`src/rtl/sample_window_capture14.sv`:
```
`default_nettype none
// ============================================================================
// Module  : sample_window_capture14
// Brief   : Armed/triggered capture of LENGTH 14-bit samples into distributed
//           RAM, then AXI-Stream style readout. Optional dropped-trigger
//           counter enabled by macro SAMPLE_WINDOW_CAPTURE14_DROP_CNT_EN.
// Revision: 1.0 - initial release
// ============================================================================
module sample_window_capture14 #(
    parameter int LENGTH = 32
) (
    input  logic        clk_i,
    input  logic        rst_i,
    input  logic [13:0] dat_i,
    input  logic        arm_i,
    input  logic        trig_i,
    output logic        armed_o,
    output logic        busy_o,
    output logic [13:0] m_tdata,
    output logic        m_tvalid,
    input  logic        m_tready,
    output logic        m_tlast
`ifdef SAMPLE_WINDOW_CAPTURE14_DROP_CNT_EN
    ,
    output logic [7:0]  drop_cnt_o
`endif
);

    localparam int              c_AW   = $clog2(LENGTH);
    localparam logic [c_AW-1:0] c_LAST = c_AW'(LENGTH - 1);

    typedef enum logic [1:0] {
        S_IDLE    = 2'd0,
        S_ARMED   = 2'd1,
        S_CAPTURE = 2'd2,
        S_READOUT = 2'd3
    } state_t;

    state_t          r_state;
    logic            r_armed;
    logic            r_busy;
    logic [c_AW-1:0] r_wr_addr;
    logic [c_AW-1:0] r_rd_addr;
    logic [13:0]     r_tdata;
    logic            r_tvalid;
    logic            r_tlast;
    logic [13:0]     r_mem [LENGTH];
    logic            w_we;

    assign w_we = !rst_i && (((r_state == S_ARMED) && trig_i) || (r_state == S_CAPTURE));

    // RAM is deliberately not reset; only the address pointers are.
    always_ff @(posedge clk_i) begin
        if (w_we) begin
            r_mem[r_wr_addr] <= dat_i;
        end
    end

    always_ff @(posedge clk_i) begin
        if (rst_i) begin
            r_state   <= S_IDLE;
            r_armed   <= 1'b0;
            r_busy    <= 1'b0;
            r_wr_addr <= '0;
            r_rd_addr <= '0;
            r_tdata   <= '0;
            r_tvalid  <= 1'b0;
            r_tlast   <= 1'b0;
        end else begin
            case (r_state)
                S_IDLE: begin
                    if (arm_i) begin
                        r_state <= S_ARMED;
                        r_armed <= 1'b1;
                    end
                end
                S_ARMED: begin
                    if (trig_i) begin
                        r_state   <= S_CAPTURE;
                        r_armed   <= 1'b0;
                        r_busy    <= 1'b1;
                        r_wr_addr <= r_wr_addr + 1'b1;
                    end
                end
                S_CAPTURE: begin
                    r_wr_addr <= r_wr_addr + 1'b1;
                    if (r_wr_addr == c_LAST) begin
                        r_state <= S_READOUT;
                    end
                end
                S_READOUT: begin
                    // Output register refills whenever empty or being accepted,
                    // giving one word per clock with no bubbles.
                    if (r_tvalid && m_tready && r_tlast) begin
                        r_state  <= S_IDLE;
                        r_busy   <= 1'b0;
                        r_tvalid <= 1'b0;
                        r_tlast  <= 1'b0;
                    end else if (!r_tvalid || m_tready) begin
                        r_tdata   <= r_mem[r_rd_addr];
                        r_tvalid  <= 1'b1;
                        r_tlast   <= (r_rd_addr == c_LAST);
                        r_rd_addr <= r_rd_addr + 1'b1;
                    end
                end
                default: begin
                    r_state <= S_IDLE;
                end
            endcase
        end
    end

    assign armed_o  = r_armed;
    assign busy_o   = r_busy;
    assign m_tdata  = r_tdata;
    assign m_tvalid = r_tvalid;
    assign m_tlast  = r_tlast;

`ifdef SAMPLE_WINDOW_CAPTURE14_DROP_CNT_EN
    logic [7:0] r_drop_cnt;

    always_ff @(posedge clk_i) begin
        if (rst_i) begin
            r_drop_cnt <= '0;
        end else if (trig_i && ((r_state == S_CAPTURE) || (r_state == S_READOUT))
                     && (r_drop_cnt != 8'hFF)) begin
            r_drop_cnt <= r_drop_cnt + 8'd1;
        end
    end

    assign drop_cnt_o = r_drop_cnt;
`endif

endmodule
`default_nettype wire

```
`config.mk`:
```
export PLATFORM = sky130hd
export DESIGN_NAME = sample_window_capture14
export DESIGN_NICKNAME = d
export VERILOG_FILES = /design/src/rtl/sample_window_capture14.sv
export SDC_FILE = /design/constraint.sdc
export NUM_CORES = 1
export LEC_CHECK = 0
export ABC_AREA = 1
export BUFFER_PORTS_ARGS = -buffer_cell sky130_fd_sc_hd__buf_2
export CAP_MARGIN = 20
export CORE_MARGIN = 2
export CORE_UTILIZATION = 50
export CTS_CLUSTER_SIZE = 28
export DETAILED_ROUTE_END_ITERATION = 12
export GPL_ROUTABILITY_DRIVEN = 0
export MAX_ROUTING_LAYER = met4
export PLACE_DENSITY = 0.72
export SKIP_LAST_GASP = 1
export SLEW_MARGIN = 0
export SYNTH_ARGS = -nofsm -noshare
export SYNTH_HDL_FRONTEND = slang
export SYNTH_SLANG_ARGS = --single-unit
```
`constraint.sdc`:
```
create_clock -name clk_i -period 2.5 [get_ports clk_i]
set_clock_uncertainty 0.15 [all_clocks]
set_input_delay 0.5 -clock clk_i [delete_from_list [all_inputs] [get_ports clk_i]]
set_output_delay 0.5 -clock clk_i [all_outputs]
set_load 0.05 [all_outputs]
```
# Word-level counts from Yosys, hierarchy flattened

Memory sizes are Yosys's and may differ from the RTL's. A register that Yosys moved wholly into a read port is not among the register bits.
Index checks and enable logic that the tools add are counted.

Register bits after elaboration: 16
Latch bits: 0
Memory bits (writable): 448
Memory bits (read-only): 0
Input port bits: 19
Word-level logic and storage cells: 58
Memories: 1

Memories:

| memory | depth | width | rd ports | clocked after Yosys merged registers in | write ports | RTL line | source |
|---|---|---|---|---|---|---|---|
| r_mem  | 32    | 14    | 1        | 1                                       | 1           | 47       | `logic [13:0] r_mem [LENGTH];` |

Add/subtract/negate cells: 2
$mul: 0
Div/mod/pow operators: 0
Magnitude comparators: 0
Eq/ne operators: 9
Shift-type cells: 0
Multiplexer cells: 19
Bitwise logic cells: 1
Reduce and logical (&&, ||, !) cells: 19

Operators by type and width:

| cell                                                   | count |
|---|---|
| adder 5 x 1 -> 5 bit (second input constant)           | 2 |
| == test 5 bit (second input constant)                  | 2 |
| 2-to-1 mux 1 bit                                       | 10 |
| one-hot mux 5 bit (2 select lines)                     | 1 |
| AND reduction 3 bit                                    | 3 |
| 2-to-1 mux 2 bit                                       | 4 |
| one-hot mux 2 bit (4 select lines)                     | 1 |
| nonzero test 2 bit                                     | 4 |
| inequality test 2 bit (second input constant)          | 3 |
| 2-to-1 mux 5 bit                                       | 1 |
| == test 2 bit (second input constant)                  | 2 |
| logical AND 1 bit                                      | 4 |
| one-hot mux 1 bit (2 select lines)                     | 2 |
| AND reduction 2 bit                                    | 2 |
| AND reduction 4 bit                                    | 1 |
| == test 2 x 1 -> 1 bit (second input constant)         | 1 |
| zero test 1 bit                                        | 2 |
| zero test 2 bit                                        | 1 |
| logical OR 1 bit                                       | 2 |
| inequality test 2 x 1 -> 1 bit (second input constant) | 1 |
| inverter 1 bit                                         | 1 |

# Longest topological paths before layout

Gate-level depths: netlist of the first run.

Depth after elaboration: 6
Mapped depth: 13

# Worst setup path after synthesis of the first run

Ideal clock, no wire load.

Kind: flip-flop to flip-flop
Start: register r_state[1]
End: memory r_mem[0][0] (enable)
Library setup time: 0.384 ns
Data arrival time: 1.744 ns
Data required time: 1.966 ns
Path slack: 0.221 ns
Stages on the path, launching flop included: 7
Buffers on the path: 0
Clock period less this slack: 2.279 ns
Cells stage by stage: dfxtp_1 > inv_1 > ha_1 > nand2_1 > a21oi_1 > nand2_1 > nor2_1

Longest elaborated chain between the ends: 6
Elaborated cells between the ends (all ways): 7
Those cells by class: eq/ne (2); mux (2); reduce/logical (3)

RTL lines:

| element                                  | RTL line | source |
|---|---|---|
| start: declaration                       | 39       | `state_t r_state;` |
| start signal: assignment                 | 61       | `r_state <= S_IDLE;` |
| start signal: assignment                 | 73       | `r_state <= S_ARMED;` |
| start signal: assignment                 | 79       | `r_state <= S_CAPTURE;` |
| == test 2 x 1 -> 1 bit                   | 50       | `assign w_we = !rst_i && (((r_state == S_ARMED) && trig_i) \|\| (r_state == S_CAPTURE));` |
| logical AND 1 bit                        | 50       |  |
| logical OR 1 bit *                       | 50       |  |
| logical AND 1 bit *                      | 50       |  |
| 2-to-1 mux 1 bit *                       | 54       | `if (w_we) begin` |
| 2-to-1 mux 1 bit (implied by the code) * | 55       | `r_mem[r_wr_addr] <= dat_i;` |
| end: declaration                         | 47       |  |

Mark *: on every way between the ends. The rest lies on a longest branch, timed or not.

# Final worst setup path of the first run

Start: register r_state[1]
End: memory r_mem[31][7] (enable)

Same word-level chain as after synthesis.

==> flow_metrics.tcl, run 1 <==
set metrics [dict create \
    cts-buffers-inserted 48 \
    yosys.area_share.xor_xnor 0 \
    ys_async_sr_fraction 0 \
    die_width_um 201 \
    placed_cells 2262 \
    wirelength_um 50400 \
    dieHeight_um 201 \
    use_met2 0.403 \
    ir_drop_uv 498 \
    grt-busiest-layer "met2" \
    max_freq_mhz 417 \
    design_area_mm2 0.0221 \
    hpwl_um 30300 \
    worst_setup_path_category "reg2reg" \
    synth-seq-cells 478 \
    wl_per_cell_um 21.4 \
    critPathLaunchType "register" \
    path_max_fanout 14 \
    die_area_mm2 0.0404 \
    antenna_left 0 \
    htreeDepth 2 \
    port-buffer-count 36 \
    initial_util 0.505 \
    power_density_mw_per_mm2 855 \
    floorplan.rows 72 \
    adder_and_majority_gate_portion_of_the_synthesized_area 0.00773 \
    numClockSinks 478 \
    synth_fp_nets 1747 \
    dr.pass1.iters 6 \
    crit_path_end_kind "register" \
    dominant_combinational_cell_family_by_area_after_synthesis "simple AND/OR/NAND/NOR gates" \
    drc_errors 0 \
    setup_tns_ns 0 \
    cts.root.buffer_cell "sky130_fd_sc_hd__clkbuf_16" \
    vias 13400 \
    final_max_slew_viol_count 0 \
    setup_viol_count_final 0 \
    tritoncts "yes" \
    number_of_cell_instances_on_the_worst_register_to_register_path 8 \
    final_util 0.576 \
    synthesis.area_per_instance_um2 11.3 \
    mostFrequentLayoutCells "sky130_fd_sc_hd__nand2_1 (661), sky130_fd_sc_hd__edfxtp_1 (448), sky130_fd_sc_hd__nand3_1 (260), sky130_fd_sc_hd__nor2_1 (86), sky130_fd_sc_hd__buf_4 (74)" \
    globalRouteMet1Util 0.340 \
    synthDistinctLibCells 27 \
    share_of_the_synthesized_area_in_compound_gates_ao_oa_aoi_oai 0.0213 \
    synth-seq-area-share 0.724 \
    cts.clk_slew.worst_paths_ns 0.06 \
    drv.max_cap_violation_count 0 \
    leakage_nw 8.38 \
    vias_in_the_first_global_route 12700 \
    clk-insertion-delay-late_ns 0.56 \
    slew_headroom 0.569 \
    coreArea_mm2 0.0385 \
    clock_tree.buffer_depth 3 \
    fillerInstances 3055 \
    min_path_type "in2reg" \
    run_status "finished, final reports clean" \
    unrepaired_setup_endpoints_after_global_routing "false" \
    cts_post_setup_buffers_inserted 0 \
    synth_mux_area_frac 0 \
    post_layout_nonfiller_instances 2354 \
    placedInstanceArea_mm2 0.0205 \
    grt_use_met3 0.0419 \
    finalWorstPathRequiredPeriod_ns 2.40 \
    synth-edff-count 448 \
    grt.total_usage 0.258 \
    yosysWarningCount 0 \
    num_io_pins 37 \
    hold_viol 0 \
    overflow 0 \
    initial_antenna_violation_count 0 \
    synth_cells 1716 \
    routed_via_density 5.69 \
    grt_max_degree 73 \
    dr.first_iter.drc_count 1582 \
    worst_hold_path.num_cells 4 \
    design.final.nets 1826 \
    synth_area_in_simple_gates 0.215 \
    layout_commonest_cell "sky130_fd_sc_hd__nand2_1" \
    grt_pass1_wl_um 75600 \
    post-route-period-util 0.958 \
    worst-slew-pin-transition_ns 0.643 \
    ys.flop_type "sky130_fd_sc_hd__edfxtp_1" \
    worstPathArrival_ns 2.50 \
    synth.cell_area_mm2 0.0194 \
    critical_path_required_ns 2.60 \
    final_layout_size_suffix_gt1_frac 0.112 \
    area_delta_synth_final_pct 14.0 \
]
==> report_power, final <==
group	internal [mW]	switching [mW]
Combinational	0.699	1.96
Clock	4.22	2.99
Sequential	8.93	0.134
==> area by class of cell <==
cell class	count	area, um2	share of cell area
diodes	1	2.50	0.000113
clock buffers	64	1340	0.0607
clock inverters	26	253	0.0114
inverters	37	144	0.00650
multi-input cells	1109	4740	0.214
flip-flops and latches	478	14100	0.635
well taps	518	648	0.0293
repair buffers	121	946	0.0427
==> per-stage QoR <==
step | worst slack (ns) | hold slack [ns] | total power [mW]
after detailed placement | 0.0424 | 0.334 | 11.8
after global placement | 0.156 | 0.307 | 11.8
final | 0.104 | 0.116 | 18.9
after global routing | 0.00320 | 0.132 | 19.5
after floorplan | 0.221 | 0.323 | 10.8
after CTS | 0.0179 | 0.0995 | 18.9
==> kinds of logic after synthesis <==
family	count (synthesis)
AO/OA/AOI/OAI	78
adder cells (fa/ha/maj)	12
buffers and inverters	129
flip-flops	478
AND/OR/NAND/NOR	1019
==> critical path: stages (launching register included) <==
cell,delay (ns)
sky130_fd_sc_hd__dfxtp_1,0.33
sky130_fd_sc_hd__inv_1,0.13
sky130_fd_sc_hd__ha_1,0.26
sky130_fd_sc_hd__nand2_1,0.11
sky130_fd_sc_hd__a21oi_2,0.31
sky130_fd_sc_hd__nand2_1,0.23
sky130_fd_sc_hd__buf_4,0.20
sky130_fd_sc_hd__nor2_1,0.11
sky130_fd_sc_hd__buf_4,0.25
==> synthesized netlist by cell type, types with 2 or more instances <==
cell	number	area [um2]
sky130_fd_sc_hd__inv_1	32	120
sky130_fd_sc_hd__nor3_1	8	40.0
sky130_fd_sc_hd__o21ai_0	5	25.0
sky130_fd_sc_hd__edfxtp_1	448	13500
sky130_fd_sc_hd__buf_2	53	265
sky130_fd_sc_hd__nor2_1	87	327
sky130_fd_sc_hd__buf_1	3	11.3
sky130_fd_sc_hd__clkinv_1	2	7.51
sky130_fd_sc_hd__clkbuf_1	17	63.8
sky130_fd_sc_hd__inv_2	2	7.51
sky130_fd_sc_hd__buf_4	18	135
sky130_fd_sc_hd__a21oi_1	63	315
sky130_fd_sc_hd__dfxtp_1	30	601
sky130_fd_sc_hd__ha_1	12	150
sky130_fd_sc_hd__nand2_1	661	2480
sky130_fd_sc_hd__a211oi_1	5	37.5
sky130_fd_sc_hd__nand3_1	260	1300
==> routing by layer <==
metal / share of wire / vias up
met2: 0.47 / 814
met4: 0.045 / 0
met1: 0.39 / 6351
met5: 0 / -
li1: - / 6062
met3: 0.10 / 160
==> sequential cells by signal (all words and copies together), names as in the netlist <==
signal     flops
armed_o        1
busy_o         1
m_tdata       14
m_tlast        1
m_tvalid       1
r_mem        448
r_rd_addr      5
r_state        2
r_wr_addr      5
==> what timing repair did <==
item | CTS | global route
endpoints found under the hold margin | 1 | 0
gates resized for setup | 0 | 1
hold buffers | 1 | 0
endpoints found under the setup margin | 0 | 300
==> path summary, 6_finish.rpt <==
| kind | from | to | slack, ns |
|---|---|---|---|
| setup / recovery | r_state[1]$_SDFFE_PP0P_ | r_mem[31][7]$_DFFE_PP_ | 0.10 |
| hold / removal | arm_i | armed_o$_SDFFE_PP0P_ | 0.12 |
| setup reg to reg | r_state[1]$_SDFFE_PP0P_ | r_mem[31][7]$_DFFE_PP_ | 0.10 |
| hold reg to reg | busy_o$_SDFFE_PP0P_ | busy_o$_SDFFE_PP0P_ | 0.34 |
No activity file was read; power rests on OpenSTA's default activity.
==> run 2, diff against run 1 <==
--- a/config.mk
+++ b/config.mk
@@ -11,4 +11,5 @@
 export CORE_MARGIN = 2
 export CORE_UTILIZATION = 50
+export CTS_BUF_LIST = sky130_fd_sc_hd__clkbuf_4
 export CTS_CLUSTER_SIZE = 28
 export DETAILED_ROUTE_END_ITERATION = 12
--- a/constraint.sdc
+++ b/constraint.sdc
@@ -3,3 +3,3 @@
 set_input_delay 0.5 -clock clk_i [delete_from_list [all_inputs] [get_ports clk_i]]
 set_output_delay 0.5 -clock clk_i [all_outputs]
-set_load 0.05 [all_outputs]
+set_load 0.005 [all_outputs]
==> run 2 against run 1 <==
Sequential power about the same. Power decreased by 5.6%. Final cell count increased by 5.3%. Non-clock buffer count increased by 4. Critical path depth unchanged. Critical path type unchanged. Critical endpoint is now r_mem[31][5]$_DFFE_PP_.
==> flow_metrics.tcl, run 2 (same netlist as run 1, synthesis figures left out) <==
set metrics [dict create \
    run_status "finished, final reports clean" \
    grt_max_degree 73 \
    coreArea_mm2 0.0385 \
    wirelength_um 50800 \
    placement.setup.worst_slack_ns 0.0424 \
    leakage_nw 8.51 \
    design.final.nets 1897 \
    worst_setup_path_category "reg2reg" \
    initial_util 0.505 \
    area_delta_synth_final_pct 13.6 \
    final_layout_size_suffix_gt1_frac 0.159 \
    port-buffer-count 36 \
    drv.max_cap_violation_count 0 \
    post-route-period-util 0.967 \
    clk-insertion-delay-late_ns 0.80 \
    final_util 0.573 \
    ir_drop_uv 306 \
    max_freq_mhz 414 \
    cts.clk_slew.worst_paths_ns 0.08 \
    die_width_um 201 \
    sw_frac_of_total 0.279 \
    num_io_pins 37 \
    cts_post_setup_buffers_inserted 0 \
    dieHeight_um 201 \
    layout_commonest_cell "sky130_fd_sc_hd__nand2_1" \
    overflow 0 \
    setup_viol_count_final 0 \
    clockPowerShare 0.353 \
    intPower_mw 12.9 \
    power_switching_mw 4.99 \
    antenna_left 0 \
    vias 13800 \
    critical_path_required_ns 2.83 \
    vias_in_the_first_global_route 13300 \
    cts-buffers-inserted 115 \
    hold_viol 0 \
    grt_pass1_wl_um 76600 \
    wl_per_cell_um 20.5 \
    path_max_fanout 14 \
    rr_startpoint "r_state[1]$_SDFFE_PP0P_" \
    mostFrequentLayoutCells "sky130_fd_sc_hd__nand2_1 (661), sky130_fd_sc_hd__edfxtp_1 (448), sky130_fd_sc_hd__nand3_1 (260), sky130_fd_sc_hd__clkbuf_4 (165), sky130_fd_sc_hd__nor2_1 (86)" \
    floorplan.rows 72 \
    min_path_type "in2reg" \
    worstPathArrival_ns 2.74 \
    crit_path_end_kind "register" \
    grt.total_usage 0.261 \
    setup.reg_to_reg.worst_slack_ns 0.08 \
    dr.first_iter.drc_count 1553 \
    hp-start "dat_i[12]" \
    largest_reg_flops 448 \
    htreeDepth 3 \
    worst_setup_path_startpoint "r_state[1]$_SDFFE_PP0P_" \
    die_area_mm2 0.0404 \
    finalWorstPathRequiredPeriod_ns 2.42 \
    worst-slew-pin-transition_ns 0.666 \
    regMostFlops "r_mem" \
    final_max_slew_viol_count 0 \
    pwr-share-seq 0.507 \
    hpwl_um 30300 \
    initial_antenna_violation_count 1 \
    critPathLaunchType "register" \
    routed_via_density 5.55 \
    power_density_mw_per_mm2 810 \
    tritoncts "yes" \
    drc_errors 0 \
    dr.pass1.iters 5 \
    numClockSinks 478 \
    fin_ws_ns 0.0829 \
    comb_power_share 0.140 \
    cts.root.buffer_cell "sky130_fd_sc_hd__clkbuf_4" \
    slew_headroom 0.553 \
    clock_tree.buffer_depth 3 \
]
## run 2: cell count changes in the layout (fill, tap and decap cells not counted)
cell	delta
sky130_fd_sc_hd__clkbuf_8	-4
sky130_fd_sc_hd__clkbuf_16	-50
sky130_fd_sc_hd__clkinv_1	+23
sky130_fd_sc_hd__clkbuf_4	+165
sky130_fd_sc_hd__inv_2	+1
sky130_fd_sc_hd__clkinvlp_4	-3
sky130_fd_sc_hd__inv_6	-4
sky130_fd_sc_hd__diode_2	+1
sky130_fd_sc_hd__clkinv_4	-1
sky130_fd_sc_hd__clkbuf_1	-10
sky130_fd_sc_hd__bufinv_16	-2
sky130_fd_sc_hd__clkinv_2	+4
sky130_fd_sc_hd__dlygate4sd3_1	+4
## run 2: area by class of cell
cell class	count	area, um2
flip-flops and latches	478	14100
diodes	2	5.00
fillers	3174	16400
clock inverters	44	236
well taps	518	648
inverters	37	144
multi-input cells	1109	4740
repair buffers	125	986
clock buffers	165	1240
## run 2: per-stage QoR
stage               hold slack, ns  std cells  cell area, um2  setup TNS (ns)  total power [mW]
global placement             0.307       2262           20500               0              11.6
global route                0.0525       2477           22100         -0.0301              18.6
floorplan                    0.316       1716           19400               0              10.7
finish                      0.0696       2478           22100               0              17.9
detailed placement           0.334       2262           20500               0              11.7
CTS                        0.00567       2476           22100               0              17.9
## run 2: power by group through the flow
stage	registers (mW)	clock network, mW	logic (mW)
final	9.06	6.32	2.50
after global routing	9.07	6.80	2.73
after CTS	9.05	6.43	2.45
after detailed placement	9.23	0	2.42
after global placement	9.22	0	2.38
after floorplan	9.17	0	1.48
## run 2: metal layers
layer	global-route usage	wire length (um)
met5	-	0
met4	0.124	2110
met3	0.0526	4740
met2	0.402	23900
met1	0.335	20000
## run 2: final timing paths
path                             endpoint  depth (start not counted)
setup / recovery   r_mem[31][5]$_DFFE_PP_                          8
hold / removal    r_mem[30][12]$_DFFE_PP_                          1
setup reg to reg   r_mem[31][5]$_DFFE_PP_                          8
hold reg to reg       busy_o$_SDFFE_PP0P_                          2
## run 2: critical path, stage by stage, from the launching register on
cell and delay [ns]:
sky130_fd_sc_hd__dfxtp_1 0.33, sky130_fd_sc_hd__inv_1 0.13, sky130_fd_sc_hd__ha_1 0.27, sky130_fd_sc_hd__nand2_1 0.12, sky130_fd_sc_hd__a21oi_2 0.31, sky130_fd_sc_hd__nand2_1 0.23, sky130_fd_sc_hd__buf_4 0.20, sky130_fd_sc_hd__nor2_1 0.12
sky130_fd_sc_hd__buf_4 0.25
## run 2: timing repair
action                     CTS  global route
hold buffers                 5             0
resized for setup            0             1
hold endpoints to repair     8             0
setup endpoints to repair    0           214
